$ cat config.mk
export PLATFORM = sky130hd
export DESIGN_NAME = mem_access_unit
export DESIGN_NICKNAME = d
export VERILOG_FILES = /design/src/rtl/mem_pkg.sv /design/src/rtl/mem_lane_align.sv /design/src/rtl/mem_access_unit.sv
export SDC_FILE = /design/constraint.sdc
export NUM_CORES = 1
export LEC_CHECK = 0
export ABC_CLOCK_PERIOD_IN_PS = 1760
export CELL_PAD_IN_SITES_DETAIL_PLACEMENT = 0
export CELL_PAD_IN_SITES_GLOBAL_PLACEMENT = 1
export CORE_UTILIZATION = 27
export DETAILED_ROUTE_END_ITERATION = 8
export GPL_ROUTABILITY_DRIVEN = 0
export HOLD_SLACK_MARGIN = 0.03
export PLACE_DENSITY_LB_ADDON = 0.1
export SYNTH_ARGS = -nofsm -noshare
export SYNTH_HDL_FRONTEND = slang
export SYNTH_SLANG_ARGS = --single-unit
$ cat constraint.sdc
create_clock -name clk -period 1.76 [get_ports clk]
set_clock_uncertainty 0.1 [all_clocks]
set_input_delay 0.176 -clock clk [delete_from_list [all_inputs] [get_ports clk]]
set_output_delay 0.176 -clock clk [all_outputs]
set_load 0.01 [all_outputs]
$ cat src/rtl/mem_pkg.sv
// Shared definitions for the MEM-stage data-memory access unit.
//   SIZE_*      : pipeline access-size encodings (byte / half / word / reserved)
//   mau_state_e : access FSM states (IDLE, RMW_WR)
//   lane_mask   : byte-lane enable mask for an access of a given size/offset
//   lane_shift  : bit position of the lowest bit of the addressed lane(s)
package mem_pkg;

  localparam logic [1:0] SIZE_B = 2'b00;
  localparam logic [1:0] SIZE_H = 2'b01;
  localparam logic [1:0] SIZE_W = 2'b10;
  localparam logic [1:0] SIZE_R = 2'b11;

  typedef enum logic {
    IDLE   = 1'b0,
    RMW_WR = 1'b1
  } mau_state_e;

  // Byte lanes touched by an access. For big-endian, byte 0 sits in the
  // top lane, so the lane index is mirrored.
  function automatic logic [3:0] lane_mask(input logic [1:0] size,
                                           input logic [1:0] off,
                                           input logic       big_end);
    logic [1:0] lane;
    lane = big_end ? (2'd3 - off) : off;
    case (size)
      SIZE_B:  lane_mask = 4'b0001 << lane;
      SIZE_H:  lane_mask = (off[1] ^ big_end) ? 4'b1100 : 4'b0011;
      SIZE_W:  lane_mask = 4'b1111;
      default: lane_mask = 4'b0000;
    endcase
  endfunction

  // Right-shift amount that brings the addressed lane(s) down to bit 0.
  function automatic logic [4:0] lane_shift(input logic [1:0] size,
                                            input logic [1:0] off,
                                            input logic       big_end);
    logic [1:0] lane;
    lane = big_end ? (2'd3 - off) : off;
    case (size)
      SIZE_B:  lane_shift = {lane, 3'b000};
      SIZE_H:  lane_shift = (off[1] ^ big_end) ? 5'd16 : 5'd0;
      SIZE_W:  lane_shift = 5'd0;
      default: lane_shift = 5'd0;
    endcase
  endfunction

endpackage

$ cat src/rtl/mem_lane_align.sv
// Combinational lane steering between a 32-bit memory word and the pipeline.
//   size_i, offset_i : access size and byte offset within the word
//   unsigned_i       : 1 zero-extends loads, 0 sign-extends
//   rdata_i          : word read from memory
//   store_data_i     : right-justified store data
//   load_data_o      : extracted and extended load value
//   merged_o         : rdata_i with the addressed lane(s) replaced by store data
module mem_lane_align
  import mem_pkg::*;
#(
  parameter bit BIG_END = 1'b0
) (
  input  logic [1:0]  size_i,
  input  logic [1:0]  offset_i,
  input  logic        unsigned_i,
  input  logic [31:0] rdata_i,
  input  logic [31:0] store_data_i,
  output logic [31:0] load_data_o,
  output logic [31:0] merged_o
);

  logic [31:0] shifted_s;
  logic [31:0] repl_s;
  logic [3:0]  mask_s;

  // Load path: shift the addressed lane down to bit 0, then extend.
  always_comb begin
    shifted_s = rdata_i >> lane_shift(size_i, offset_i, BIG_END);
    case (size_i)
      SIZE_B:  load_data_o = {{24{~unsigned_i & shifted_s[7]}}, shifted_s[7:0]};
      SIZE_H:  load_data_o = {{16{~unsigned_i & shifted_s[15]}}, shifted_s[15:0]};
      SIZE_W:  load_data_o = rdata_i;
      default: load_data_o = 32'h0000_0000;
    endcase
  end

  // Store path: replicate the store data into every lane so the lane mask
  // alone decides which bytes of the old word are replaced.
  always_comb begin
    mask_s = lane_mask(size_i, offset_i, BIG_END);
    case (size_i)
      SIZE_B:  repl_s = {4{store_data_i[7:0]}};
      SIZE_H:  repl_s = {2{store_data_i[15:0]}};
      SIZE_W:  repl_s = store_data_i;
      default: repl_s = rdata_i;
    endcase
    merged_o = rdata_i;
    for (int i = 0; i < 4; i++) begin
      if (mask_s[i]) begin
        merged_o[i*8 +: 8] = repl_s[i*8 +: 8];
      end else begin
        merged_o[i*8 +: 8] = rdata_i[i*8 +: 8];
      end
    end
  end

endmodule

$ cat src/rtl/mem_access_unit.sv
// MEM-stage initiator for a word-wide data memory (combinational read,
// posedge write). Loads and word stores complete in one cycle; byte and
// half stores run a two-cycle read-modify-write that stalls once.
//   clk, rst_n                 : clock, asynchronous active-low reset
//   MemRead_i, MemWrite_i      : load / store request from the pipeline
//   size_i, unsigned_i         : access size, load extension mode
//   addr_i, store_data_i       : byte address, right-justified store data
//   dm_read_o, dm_write_o      : memory strobes
//   dm_addr_o, dm_wdata_o      : word-aligned memory address, write data
//   dm_rdata_i                 : memory read data
//   load_data_o                : load result
//   stall_o                    : hold the pipeline this cycle
//   access_err_o               : request rejected
module mem_access_unit
  import mem_pkg::*;
#(
  parameter int ADDR_W  = 32,
  parameter bit BIG_END = 1'b0
) (
  input  logic              clk,
  input  logic              rst_n,
  input  logic              MemRead_i,
  input  logic              MemWrite_i,
  input  logic [1:0]        size_i,
  input  logic              unsigned_i,
  input  logic [ADDR_W-1:0] addr_i,
  input  logic [31:0]       store_data_i,
  output logic              dm_read_o,
  output logic              dm_write_o,
  output logic [ADDR_W-1:0] dm_addr_o,
  output logic [31:0]       dm_wdata_o,
  input  logic [31:0]       dm_rdata_i,
  output logic [31:0]       load_data_o,
  output logic              stall_o,
  output logic              access_err_o
);

  mau_state_e        state_q, state_d;
  logic [ADDR_W-1:0] rmw_addr_q, rmw_addr_d;
  logic [31:0]       rmw_word_q, rmw_word_d;

  logic              req_s;
  logic              err_s;
  logic              sub_store_s;
  logic [ADDR_W-1:0] aligned_addr_s;
  logic [31:0]       lane_load_s;
  logic [31:0]       lane_merge_s;

  mem_lane_align #(
    .BIG_END (BIG_END)
  ) u_align (
    .size_i       (size_i),
    .offset_i     (addr_i[1:0]),
    .unsigned_i   (unsigned_i),
    .rdata_i      (dm_rdata_i),
    .store_data_i (store_data_i),
    .load_data_o  (lane_load_s),
    .merged_o     (lane_merge_s)
  );

  // Request decode: alignment / size / read+write conflict checks.
  always_comb begin
    req_s          = MemRead_i | MemWrite_i;
    aligned_addr_s = {addr_i[ADDR_W-1:2], 2'b00};
    err_s          = req_s & ((size_i == SIZE_R)
                            | ((size_i == SIZE_H) & addr_i[0])
                            | ((size_i == SIZE_W) & (addr_i[1:0] != 2'b00))
                            | (MemRead_i & MemWrite_i));
    // A conflicting read+write is already an error, so this is a pure store.
    sub_store_s    = MemWrite_i & ~err_s & (size_i != SIZE_W);
  end

  // State and read-modify-write holding registers.
  always_ff @(posedge clk or negedge rst_n) begin
    if (!rst_n) begin
      state_q    <= IDLE;
      rmw_addr_q <= {ADDR_W{1'b0}};
      rmw_word_q <= 32'h0000_0000;
    end else begin
      state_q    <= state_d;
      rmw_addr_q <= rmw_addr_d;
      rmw_word_q <= rmw_word_d;
    end
  end

  // Next state: a sub-word store captures the merged word and spends one
  // extra cycle writing it back; the request inputs are ignored meanwhile.
  always_comb begin
    state_d    = state_q;
    rmw_addr_d = rmw_addr_q;
    rmw_word_d = rmw_word_q;
    case (state_q)
      IDLE: begin
        if (sub_store_s) begin
          state_d    = RMW_WR;
          rmw_addr_d = aligned_addr_s;
          rmw_word_d = lane_merge_s;
        end else begin
          state_d    = IDLE;
        end
      end
      RMW_WR:  state_d = IDLE;
      default: state_d = IDLE;
    endcase
  end

  // Outputs: everything is zero unless a valid request or the write-back
  // cycle drives it.
  always_comb begin
    dm_read_o    = 1'b0;
    dm_write_o   = 1'b0;
    dm_addr_o    = {ADDR_W{1'b0}};
    dm_wdata_o   = 32'h0000_0000;
    load_data_o  = 32'h0000_0000;
    stall_o      = 1'b0;
    access_err_o = 1'b0;
    case (state_q)
      IDLE: begin
        if (err_s) begin
          access_err_o = 1'b1;
        end else if (MemRead_i) begin
          dm_read_o   = 1'b1;
          dm_addr_o   = aligned_addr_s;
          load_data_o = lane_load_s;
        end else if (MemWrite_i && (size_i == SIZE_W)) begin
          dm_write_o  = 1'b1;
          dm_addr_o   = aligned_addr_s;
          dm_wdata_o  = store_data_i;
        end else if (sub_store_s) begin
          dm_read_o   = 1'b1;
          dm_addr_o   = aligned_addr_s;
          stall_o     = 1'b1;
        end else begin
          dm_read_o   = 1'b0;
        end
      end
      RMW_WR: begin
        dm_write_o = 1'b1;
        dm_addr_o  = rmw_addr_q;
        dm_wdata_o = rmw_word_q;
      end
      default: begin
        dm_read_o = 1'b0;
      end
    endcase
  end

endmodule

==> results.py <==
metrics = {
    "outcome": {
        "status": "complete, but fails checks",
        "violations": "negative setup slack",
    },
    "critical_path": {
        "crit_chain": "a211oi_4, o21bai_4, nor4_4, buf_4, clkbuf_16, buf_6, buf_6, a21oi_1, nand2_1, buf_2",
        "crit_top_cell": "buf_6",
        "worstSetupEndpointType": "primary output",
        "cp.required_ns": 1.48,
        "worstSetupPathType": "reg2out",
        "cp.arrival_ns": 2.16,
        "crit_path_max_fanout": 3,
        "slowest_delay_ns": 0.45,
        "critPathSlowestCell": "dfrtp_2",
        "critPathLaunchType": "register",
    },
    "routing": {
        "drcViolationCount": 0,
        "wl_mm": 23.0,
        "first_iter_violations": 286,
        "drtAntennaViolNets": 0,
        "vias": 5833,
        "dr.pass1.iters": 5,
        "wl_per_cell_um": 19.8,
        "vias_per_cell": 5.02,
    },
    "final_layout": {
        "final_net_count": 1043,
        "n_antenna_cell": 0,
        "final_layout_size_suffix_gt1_share_pct": 48.4,
        "area_delta_synth_final_pct": 107,
        "final_core_util_pct": 58.2,
    },
    "run": {
        "max_cap_violations": 0,
    },
    "synthesis": {
        "avgSynthCellArea_sq_um": 7.70,
        "synthCells": 587,
        "synthesis.area_sq_um": 4520,
        "synth.top_cell.area_share_pct": 34.9,
        "synth_cell_types": 35,
        "synth_area_leaders": "dfrtp_1 35%, nand2_1 14%, mux2i_1 8.9%",
        "seq_area_frac_synth_pct": 34.9,
        "synth_warnings": 0,
        "synth_top_area_cell": "dfrtp_1",
        "yosys_register_bits": 63,
    },
    "global_routing": {
        "grt.total_usage_pct": 25.2,
        "antenna_found_initial": 0,
        "grt_pass1_vias": 5877,
        "grt_pass1_wl_mm": 33.4,
        "grt_overflow": 0,
        "grt_max_degree": 64,
    },
    "timing": {
        "setup_viol": 161,
        "rsz0062_at_grt": "true",
        "slew_headroom_pct": 47.6,
        "finalSetupTns_ns": -77.17,
        "tightest_slew_ns": 0.786,
        "min_period_over_period_pct": 138,
        "drv_slew": 0,
        "whs_ns": 0.196,
        "finalHoldViolations": 0,
        "fmax_mhz": 411,
        "period_needed_ns": 2.43,
        "worst_slack_ns": -0.673,
    },
    "floorplan": {
        "start_util_pct": 28.1,
        "dieHeight_um": 131,
        "ios": 203,
        "core-area_sq_um": 16100,
        "die_w_um": 131,
        "die_area_sq_um": 17300,
        "row_count": 46,
    },
    "clock_tree": {
        "clock-sinks": 63,
        "htreeDepth": 3,
        "clk_path_buf_depth": 2,
        "cts_tree": "yes",
        "cts_root_buf": "clkbuf_16",
        "path_clk_slew_ns": 0.06,
        "clock_latency_ns": 0.34,
        "cts_buffers": 9,
    },
    "pwr": {
        "p_leak_nw": 4.41,
        "power.density_nw_per_um2": 659,
        "ir_drop_mv": 0.511,
    },
    "place": {
        "io_buffers": 200,
        "place_hpwl_mm": 14.8,
    },
    "hold_path": {
        "hold_path_class": "in2reg",
    },
}
==> layer usage <==
metal / global-route usage [%] / part of all wire (%)
met5: 0 / 0
met4: 8.01 / 1.9
met3: 5.13 / 5.5
met2: 40.0 / 47
met1: 34.3 / 45
==> worst max-delay path, delay by kind of cell (launching register included) <==
kind / cells / cell delay (ns)
flip-flops: 1 / 0.45
AND/OR/NAND/NOR: 2 / 0.34
buffers and inverters: 5 / 0.60
AO/OA/AOI/OAI: 3 / 0.41
==> state kept, by name, indices dropped and copies added (netlist names) <==
| register | flops |
|---|---|
| state_q | 1 |
| rmw_word_q | 32 |
| rmw_addr_q | 30 |
==> timing repair <==
action / in CTS / in global routing
pin swaps: 82 / 52
resized for setup: 508 / 193
hold buffers: 1 / 0
cloned: 16 / 7
endpoints found under the hold margin: 63 / 0
setup buffers: 44 / 25
setup endpoints to repair: 161 / 161
==> layout make-up <==
cell class	instances	area, sq um
Fill cell	1459	6740
Multi-Input combinational cell	474	3430
Tap cell	216	270
Sequential cell	63	1580
Clock inverter	7	105
Clock buffer	9	225
Timing Repair inverter	4	65.1
Inverter	3	37.5
Timing Repair Buffer	385	3660
==> through the flow <==
step                      area, sq um  total power, mW  setup slack, ns  instances
after floorplan                  4580             2.69          -0.0580        588
after global placement           7470             3.58           -0.967       1063
after detailed placement         7470             3.62           -0.985       1063
after CTS                        8900             5.92           -0.858       1140
after global routing             9370             6.46           -0.793       1161
final                            9370             6.18           -0.673       1161
==> synth_stat cells <==
master / instances
nand2_1: 169
nor2_1: 70
dfrtp_1: 63
mux2i_1: 40
a21oi_1: 35
a22o_1: 30
clkbuf_1: 25
a31oi_1: 20
o21ai_0: 18
a211oi_1: 17
o21ai_1: 16
a22oi_1: 15
buf_2: 9
mux2_2: 9
buf_6: 8
a221oi_1: 7
nand2b_1: 6
buf_1: 5
nor2b_1: 5
buf_4: 2
inv_1: 2
nor4_4: 2
o21bai_1: 2
a21o_1: 1
a221oi_2: 1
a2bb2oi_1: 1
and2_1: 1
clkinv_4: 1
conb_1: 1
nand3b_2: 1
nor3_1: 1
nor4b_4: 1
o21bai_2: 1
or2_2: 1
or3_1: 1
==> kinds of logic after synthesis <==
| logic type | count (synthesis) | share of synthesized area (%) |
|---|---|---|
| simple gates | 258 | 23.6 |
| other cells | 1 | 0.0830 |
| flops | 63 | 34.9 |
| mux | 49 | 11.1 |
| buf+inv | 52 | 6.17 |
| compound gates | 164 | 24.2 |
==> power by group <==
part           internal (mW)  total, mW  leakage, nW  switching (mW)
combinational           1.13       2.11         3.48           0.982
clock                   1.26       2.01        0.158           0.752
sequential              1.78       2.06        0.768           0.278
total                   4.17       6.18         4.41            2.01
==> layout by cell type (no fill, tap or decap), drive strengths merged, types with 2 or more instances in the layout <==
cell type	Yosys	final
a211oi	17	17
bufinv	0	2
dlymetal6s2s	0	2
conb	1	2
nand3b	1	2
buf	24	257
nor4	2	2
inv	2	4
nand2b	6	6
a221oi	8	8
clkdlybuf4s50	0	95
o21bai	3	3
clkbuf	25	37
nor2	70	70
a22o	30	30
o21ai	34	34
a31oi	20	20
mux2	9	9
dfrtp	63	63
a21oi	35	35
clkinv	1	7
nand2	169	169
a22oi	15	15
mux2i	40	40
nor2b	5	5
==> path summary, 6_finish.rpt <==
check,from,to,slack [ns],cells after the start
hold / removal,dm_rdata_i[23],rmw_word_q[23],0.20,4
max in group asynchronous,rst_n,state_q,0.96,3
min in group asynchronous,rst_n,rmw_word_q[10],0.29,3
hold reg to reg,rmw_addr_q[7],rmw_addr_q[7],0.38,2
setup reg to reg,state_q,rmw_word_q[1],-0.61,11
setup / recovery,state_q,load_data_o[24],-0.67,10
No activity file was read; power rests on OpenSTA's default activity.
